File: config.mk
export PLATFORM = sky130hd
export DESIGN_NAME = if_fetch_buffer
export DESIGN_NICKNAME = d
export VERILOG_FILES = /design/src/rtl/if_pkg.sv /design/src/rtl/if_fetch_buffer_sync_fifo.sv /design/src/rtl/if_fetch_buffer.sv
export SDC_FILE = /design/constraint.sdc
export NUM_CORES = 1
export LEC_CHECK = 0
export CAP_MARGIN = 20
export CORE_MARGIN = 5
export CORE_UTILIZATION = 35
export CTS_CLUSTER_SIZE = 30
export DETAILED_ROUTE_END_ITERATION = 12
export SLEW_MARGIN = 10
export SYNTH_ARGS = -nofsm -noshare
export SYNTH_HDL_FRONTEND = slang
export SYNTH_SLANG_ARGS = --single-unit
File: constraint.sdc
create_clock -name clk -period 3.6 [get_ports clk]
set_input_delay 0.72 -clock clk [delete_from_list [all_inputs] [get_ports clk]]
set_output_delay 0.72 -clock clk [all_outputs]
set_load 0.1 [all_outputs]
File: src/rtl/if_pkg.sv
// +----------------------------------------------------------------------------+
// | Module : if_pkg                                                            |
// | Brief  : Shared widths, fetch entry type and counter sizing helper.        |
// | Rev    : 1.0 - initial release                                             |
// +----------------------------------------------------------------------------+
`default_nettype none

package if_pkg;

  localparam int FETCH_ADDR_W = 64;
  localparam int FETCH_INST_W = 32;

  typedef struct packed {
    logic [FETCH_ADDR_W-1:0] addr;
    logic [FETCH_INST_W-1:0] data;
  } fetch_entry_t;

  // Occupancy counters must represent 0..n inclusive.
  function automatic int cntW(input int n);
    return $clog2(n) + 1;
  endfunction

endpackage

`default_nettype wire

File: src/rtl/if_fetch_buffer_sync_fifo.sv
// +----------------------------------------------------------------------------+
// | Module : sync_fifo                                                         |
// | Brief  : Single-clock FIFO with occupancy count and synchronous clear.     |
// | Rev    : 1.0 - initial release                                             |
// +----------------------------------------------------------------------------+
`default_nettype none

module sync_fifo
  import if_pkg::*;
#(
  parameter int WIDTH = 8,
  parameter int DEPTH = 4
) (
  input  logic                     clk,
  input  logic                     rst_n,
  input  logic                     clear,
  input  logic                     push,
  input  logic [WIDTH-1:0]         pushData,
  input  logic                     pop,
  output logic [WIDTH-1:0]         popData,
  output logic [cntW(DEPTH)-1:0]   count
);

  localparam int CNT_W = cntW(DEPTH);
  localparam int PTR_W = (DEPTH > 1) ? $clog2(DEPTH) : 1;
  localparam logic [PTR_W-1:0] LAST_PTR = PTR_W'(DEPTH - 1);
  localparam logic [CNT_W-1:0] FULL_CNT = CNT_W'(DEPTH);

  logic [WIDTH-1:0] r_mem [DEPTH];
  logic [PTR_W-1:0] r_wrPtr;
  logic [PTR_W-1:0] r_rdPtr;
  logic [CNT_W-1:0] r_count;
  logic             w_doPush;
  logic             w_doPop;

  // A full FIFO can still take a write when the head leaves in the same cycle.
  assign w_doPop  = pop & (r_count != '0);
  assign w_doPush = push & ((r_count != FULL_CNT) | w_doPop);

  always_ff @(posedge clk or negedge rst_n) begin
    if (!rst_n) begin
      r_wrPtr <= '0;
      r_rdPtr <= '0;
      r_count <= '0;
      for (int i = 0; i < DEPTH; i++) begin
        r_mem[i] <= '0;
      end
    end else if (clear) begin
      r_wrPtr <= '0;
      r_rdPtr <= '0;
      r_count <= '0;
    end else begin
      if (w_doPush) begin
        r_mem[r_wrPtr] <= pushData;
        r_wrPtr        <= (r_wrPtr == LAST_PTR) ? '0 : r_wrPtr + PTR_W'(1);
      end
      if (w_doPop) begin
        r_rdPtr <= (r_rdPtr == LAST_PTR) ? '0 : r_rdPtr + PTR_W'(1);
      end
      case ({w_doPush, w_doPop})
        2'b10:   r_count <= r_count + CNT_W'(1);
        2'b01:   r_count <= r_count - CNT_W'(1);
        default: r_count <= r_count;
      endcase
    end
  end

  assign popData = r_mem[r_rdPtr];
  assign count   = r_count;

endmodule

`default_nettype wire

File: src/rtl/if_fetch_buffer.sv
// +----------------------------------------------------------------------------+
// | Module : if_fetch_buffer                                                   |
// | Brief  : Fetch stage: credit-limited imem requests, in-order pairing of    |
// |          returned instructions with addresses, output FIFO, flush drop.    |
// | Rev    : 1.0 - initial release                                             |
// +----------------------------------------------------------------------------+
`default_nettype none

module if_fetch_buffer
  import if_pkg::*;
#(
  parameter int ADDR_W  = FETCH_ADDR_W,
  parameter int INST_W  = FETCH_INST_W,
  parameter int DEPTH   = 4,
  parameter int MAX_OUT = 4
) (
  input  logic              clk,
  input  logic              rst_n,
  input  logic [ADDR_W-1:0] pc_addr,
  input  logic              pc_valid,
  output logic              pc_ready,
  input  logic              flush,
  output logic              imem_req_valid,
  output logic [ADDR_W-1:0] imem_req_addr,
  input  logic              imem_req_ready,
  input  logic              imem_rsp_valid,
  input  logic [INST_W-1:0] imem_rsp_data,
  output logic              inst_valid,
  output logic [INST_W-1:0] inst_data,
  output logic [ADDR_W-1:0] inst_addr,
  input  logic              inst_ready
);

  localparam int IF_CW  = cntW(MAX_OUT);
  localparam int OUT_CW = cntW(DEPTH);
  localparam int SUM_W  = ((IF_CW > OUT_CW) ? IF_CW : OUT_CW) + 1;
  localparam int ENT_W  = ADDR_W + INST_W;

  logic [IF_CW-1:0]  w_inflight;
  logic [OUT_CW-1:0] w_outCount;
  logic [SUM_W-1:0]  w_occupancy;
  logic [ADDR_W-1:0] w_headAddr;
  logic [ENT_W-1:0]  w_outHead;
  logic              w_canIssue;
  logic              w_fire;
  logic              w_rspAccept;
  logic              w_outPush;
  logic [IF_CW-1:0]  r_dropCnt;

  // Every slot already promised (in flight) or occupied counts against DEPTH,
  // so a returning response always finds room in the output FIFO.
  assign w_occupancy = SUM_W'(w_inflight) + SUM_W'(w_outCount);
  assign w_canIssue  = rst_n & ~flush
                     & (w_occupancy < SUM_W'(DEPTH))
                     & (w_inflight < IF_CW'(MAX_OUT));

  assign imem_req_valid = pc_valid & w_canIssue;
  assign imem_req_addr  = pc_addr;
  assign pc_ready       = imem_req_ready & w_canIssue;
  assign w_fire         = imem_req_valid & imem_req_ready;

  // Responses with nothing outstanding (e.g. stragglers after reset) are ignored.
  assign w_rspAccept = imem_rsp_valid & (w_inflight != '0);
  assign w_outPush   = w_rspAccept & (r_dropCnt == '0) & ~flush;

  sync_fifo #(
    .WIDTH (ADDR_W),
    .DEPTH (MAX_OUT)
  ) u_addrFifo (
    .clk      (clk),
    .rst_n    (rst_n),
    .clear    (1'b0),
    .push     (w_fire),
    .pushData (pc_addr),
    .pop      (w_rspAccept),
    .popData  (w_headAddr),
    .count    (w_inflight)
  );

  sync_fifo #(
    .WIDTH (ENT_W),
    .DEPTH (DEPTH)
  ) u_outFifo (
    .clk      (clk),
    .rst_n    (rst_n),
    .clear    (flush),
    .push     (w_outPush),
    .pushData ({w_headAddr, imem_rsp_data}),
    .pop      (inst_ready),
    .popData  (w_outHead),
    .count    (w_outCount)
  );

  // On redirect, everything still outstanding after this cycle's response is stale.
  always_ff @(posedge clk or negedge rst_n) begin
    if (!rst_n) begin
      r_dropCnt <= '0;
    end else if (flush) begin
      r_dropCnt <= w_inflight - IF_CW'(w_rspAccept);
    end else if (w_rspAccept && (r_dropCnt != '0)) begin
      r_dropCnt <= r_dropCnt - IF_CW'(1);
    end
  end

  assign inst_valid = (w_outCount != '0);
  assign inst_addr  = w_outHead[ENT_W-1 -: ADDR_W];
  assign inst_data  = w_outHead[INST_W-1:0];

endmodule

`default_nettype wire

==> impl_metrics.env <==
export IMPL_die_h_um=298.5
export IMPL_die_area_um2=89100
export IMPL_slew_violations=0
export IMPL_synth_warnings=0
export IMPL_cts_made_buffers=75
export IMPL_wl_per_cell_um=22.48
export IMPL_cp_max_fo=7
export IMPL_syn_nets=1852
export IMPL_dp_slack_ns=0.1774
export IMPL_num_rows=105
export IMPL_timing_fmax_mhz=285.8
export IMPL_rsz0062_at_grt="yes"
export IMPL_yosys_register_bits=657
export IMPL_switching_share_pct=37.89
export IMPL_clock_skew_ns=0.01959
export IMPL_power_share_sequential_pct=36.8
export IMPL_p_sw_mw=10.42
export IMPL_cts_tree="built"
export IMPL_gp_congestion=0.7036
export IMPL_finalPower_mw=27.51
export IMPL_synth_distinct_cells=41
export IMPL_finalHoldViolCount=0
export IMPL_syn_to_final_growth_pct=20.16
export IMPL_period_needed_ns=3.499
export IMPL_io_buffers=265
export IMPL_place_hpwl_mm=43.81
export IMPL_drive_above_1_share_pct=57.33
export IMPL_fin_area_um2=35000
export IMPL_cp_end_kind="primary output"
export IMPL_drv_cap=0
export IMPL_dr_pass1_iters=4
export IMPL_ys_seq_area_share_pct=56.44
export IMPL_grt_pass1_wl_mm=109.6
export IMPL_vdd_ir_drop_worst_uv=469.3
export IMPL_drc=0
export IMPL_routed_wl_mm=69.48
export IMPL_cp_start_kind="flip-flop"
export IMPL_worstPathArrival_ns=2.78
export IMPL_layout_setup_ws_ns=0.1015
export IMPL_async_flop_share_pct=100.0
export IMPL_tightest_slew_ns=1.063
export IMPL_h_tree_depth=3
export IMPL_nets=2081
export IMPL_combPwrFrac_pct=36.1
export IMPL_maxSlewHeadroom_pct=28.50
export IMPL_synth_edf_count=0
export IMPL_cts_root_buf="clkbuf_16"
export IMPL_grt_remaining_overflow=0
export IMPL_die_width_um=298.5
export IMPL_power_frac_clock_pct=27.0
export IMPL_hp_class="in -> async"
export IMPL_via_per_inst=5.135
export IMPL_final_setup_viol_count=0
export IMPL_initial_core_util_pct=35.36
export IMPL_cts_num_sinks=657
export IMPL_min_period_over_period_pct=97.18
export IMPL_cts_buffer_depth=3
export IMPL_first_global_vias=17930
export IMPL_layout_common_cells="652 x dfrtp_1, 642 x mux2_2, 183 x buf_4"
export IMPL_holdWs_ns=0.2805
export IMPL_drt_initial_drc_count=583
export IMPL_synthCells=1731
export IMPL_p_leak_nw=16.98
export IMPL_antenna_left=0
export IMPL_synth_area_um2=29130
export IMPL_grt_max_degree=140
export IMPL_grt_use_total_pct=15.67
export IMPL_io_pins=266
export IMPL_clk_pin_slew_ns=0.06
export IMPL_synth_main_ff_cell="dfrtp_1"
export IMPL_powerDensity_nw_per_um2=785.9
export IMPL_crit_type="reg -> out"
export IMPL_avgSynthCellArea_um2=16.83
export IMPL_intPower_mw=17.09
export IMPL_layout_cells_most_common="dfrtp_1"
export IMPL_diodes=0
export IMPL_required_ns=2.88
export IMPL_status="complete, no violations"
export IMPL_placed_cell_area_um2=32490
export IMPL_fillers=7284
export IMPL_clock_latency_ns=0.62
export IMPL_antenna_found_initial=0
export IMPL_vias=15870
export IMPL_postCtsSetupBuffers=0
export IMPL_core_area_um2=82370
[critical path: stages (launching register included)]
cell and delay, ns:
dfrtp_2 0.47, ha_1 0.30, or4b_2 0.72, nor4_4 0.28, and2_1 0.22, buf_12 0.18
[flip-flops by register name, indices dropped and copies added (netlist names)]
signal and cells:
u_outFifo.r_wrPtr 2, u_outFifo.r_mem 384, r_dropCnt 3, u_addrFifo.r_rdPtr 2, u_addrFifo.r_mem 256, u_addrFifo.count 3, u_outFifo.r_rdPtr 2, u_addrFifo.r_wrPtr 2
u_outFifo.count 3
[through the flow]
step | std cells | util (%) | setup TNS (ns)
2_1_floorplan | 1731 | - | 0
5_1_grt | 3090 | 42.49 | -0.06402
3_3_place_gp | 2951 | 39.45 | 0
3_5_place_dp | 2951 | 39.45 | 0
4_1_cts | 3088 | 42.41 | 0
6_report | 3090 | 42.49 | 0
[power groups by stage]
stage               Clock (mW)  Sequential, mW  Combinational, mW
floorplan                    0            9.71               8.00
CTS                       7.70            10.1               10.1
detailed placement           0            10.3               10.1
global route              7.99            10.4               10.5
finish                    7.44            10.1               9.94
global placement             0            10.1               9.89
[area by class of cell]
cell class / instances / area (um2) / area share [%]
Clock buffer: 110 / 2188 / 6.252
Multi-Input combinational cell: 895 / 11630 / 33.23
Sequential cell: 657 / 16460 / 47.02
Inverter: 12 / 45.04 / 0.1287
Tap cell: 1070 / 1339 / 3.825
Clock inverter: 27 / 247.7 / 0.7078
Timing Repair Buffer: 319 / 3095 / 8.844
[per-layer routing]
layer  vias to the layer above  part of all wire, %  global-route usage [%]
li1                       6864                    -                       -
met1                      8624                   43                   20.32
met2                       281                   51                   27.15
met3                        97                  4.3                   3.027
met4                         0                  2.1                   4.086
met5                         -                    0                       0
[cells by family after synthesis]
logic type               synth area share (%)
flip-flops                              56.44
XOR/XNOR                               0.2105
AND/OR/NAND/NOR                         1.009
adder cells (fa/ha/maj)                0.8247
buffers and inverters                   3.861
AO/OA/AOI/OAI                          0.3650
multiplexers                            37.29
[cell usage after synthesis (all sizes together) (2+ instances only)]
| cell | count | share of area [%] |
|---|---|---|
| dfrtp | 657 | 56 |
| mux2 | 642 | 25 |
| mux4 | 160 | 12 |
| buf | 141 | 3.4 |
| clkbuf | 26 | 0.34 |
| nand2 | 19 | 0.28 |
| ha | 16 | 0.69 |
| inv | 12 | 0.15 |
| nor2 | 7 | 0.090 |
| xor2 | 4 | 0.12 |
| a21o | 3 | 0.077 |
| mux2i | 3 | 0.10 |
| nand2b | 3 | 0.064 |
| nor3 | 3 | 0.052 |
| nor4b | 3 | 0.14 |
| o21ai | 3 | 0.052 |
| xnor2 | 3 | 0.090 |
| and2 | 2 | 0.043 |
| fa | 2 | 0.14 |
| nand3 | 2 | 0.034 |
| nand4 | 2 | 0.043 |
| nor4 | 2 | 0.064 |
| o21a | 2 | 0.052 |
| o31ai | 2 | 0.052 |
| or4b | 2 | 0.069 |
[worst paths after layout]
path	slack [ns]	end	start	cells past startpoint
max in group asynchronous	1.95	u_outFifo.r_mem[186]	rst_n	3
setup reg to reg	0.72	u_addrFifo.count[2]	u_addrFifo.count[2]	10
min in group clk	0.50	u_outFifo.r_mem[148]	u_outFifo.r_mem[148]	1
hold / removal	0.28	u_outFifo.r_mem[134]	rst_n	2
hold reg to reg	0.50	u_outFifo.r_mem[148]	u_outFifo.r_mem[148]	1
setup / recovery	0.10	pc_ready	u_addrFifo.count[2]	5
[timing repair]
| action | CTS | global route |
|---|---|---|
| setup endpoints to repair | 2 | 2 |
| gates resized for setup | 1 | 2 |
| hold buffers | 0 | 0 |
Note: power is estimated with default switching activity, not from simulation.
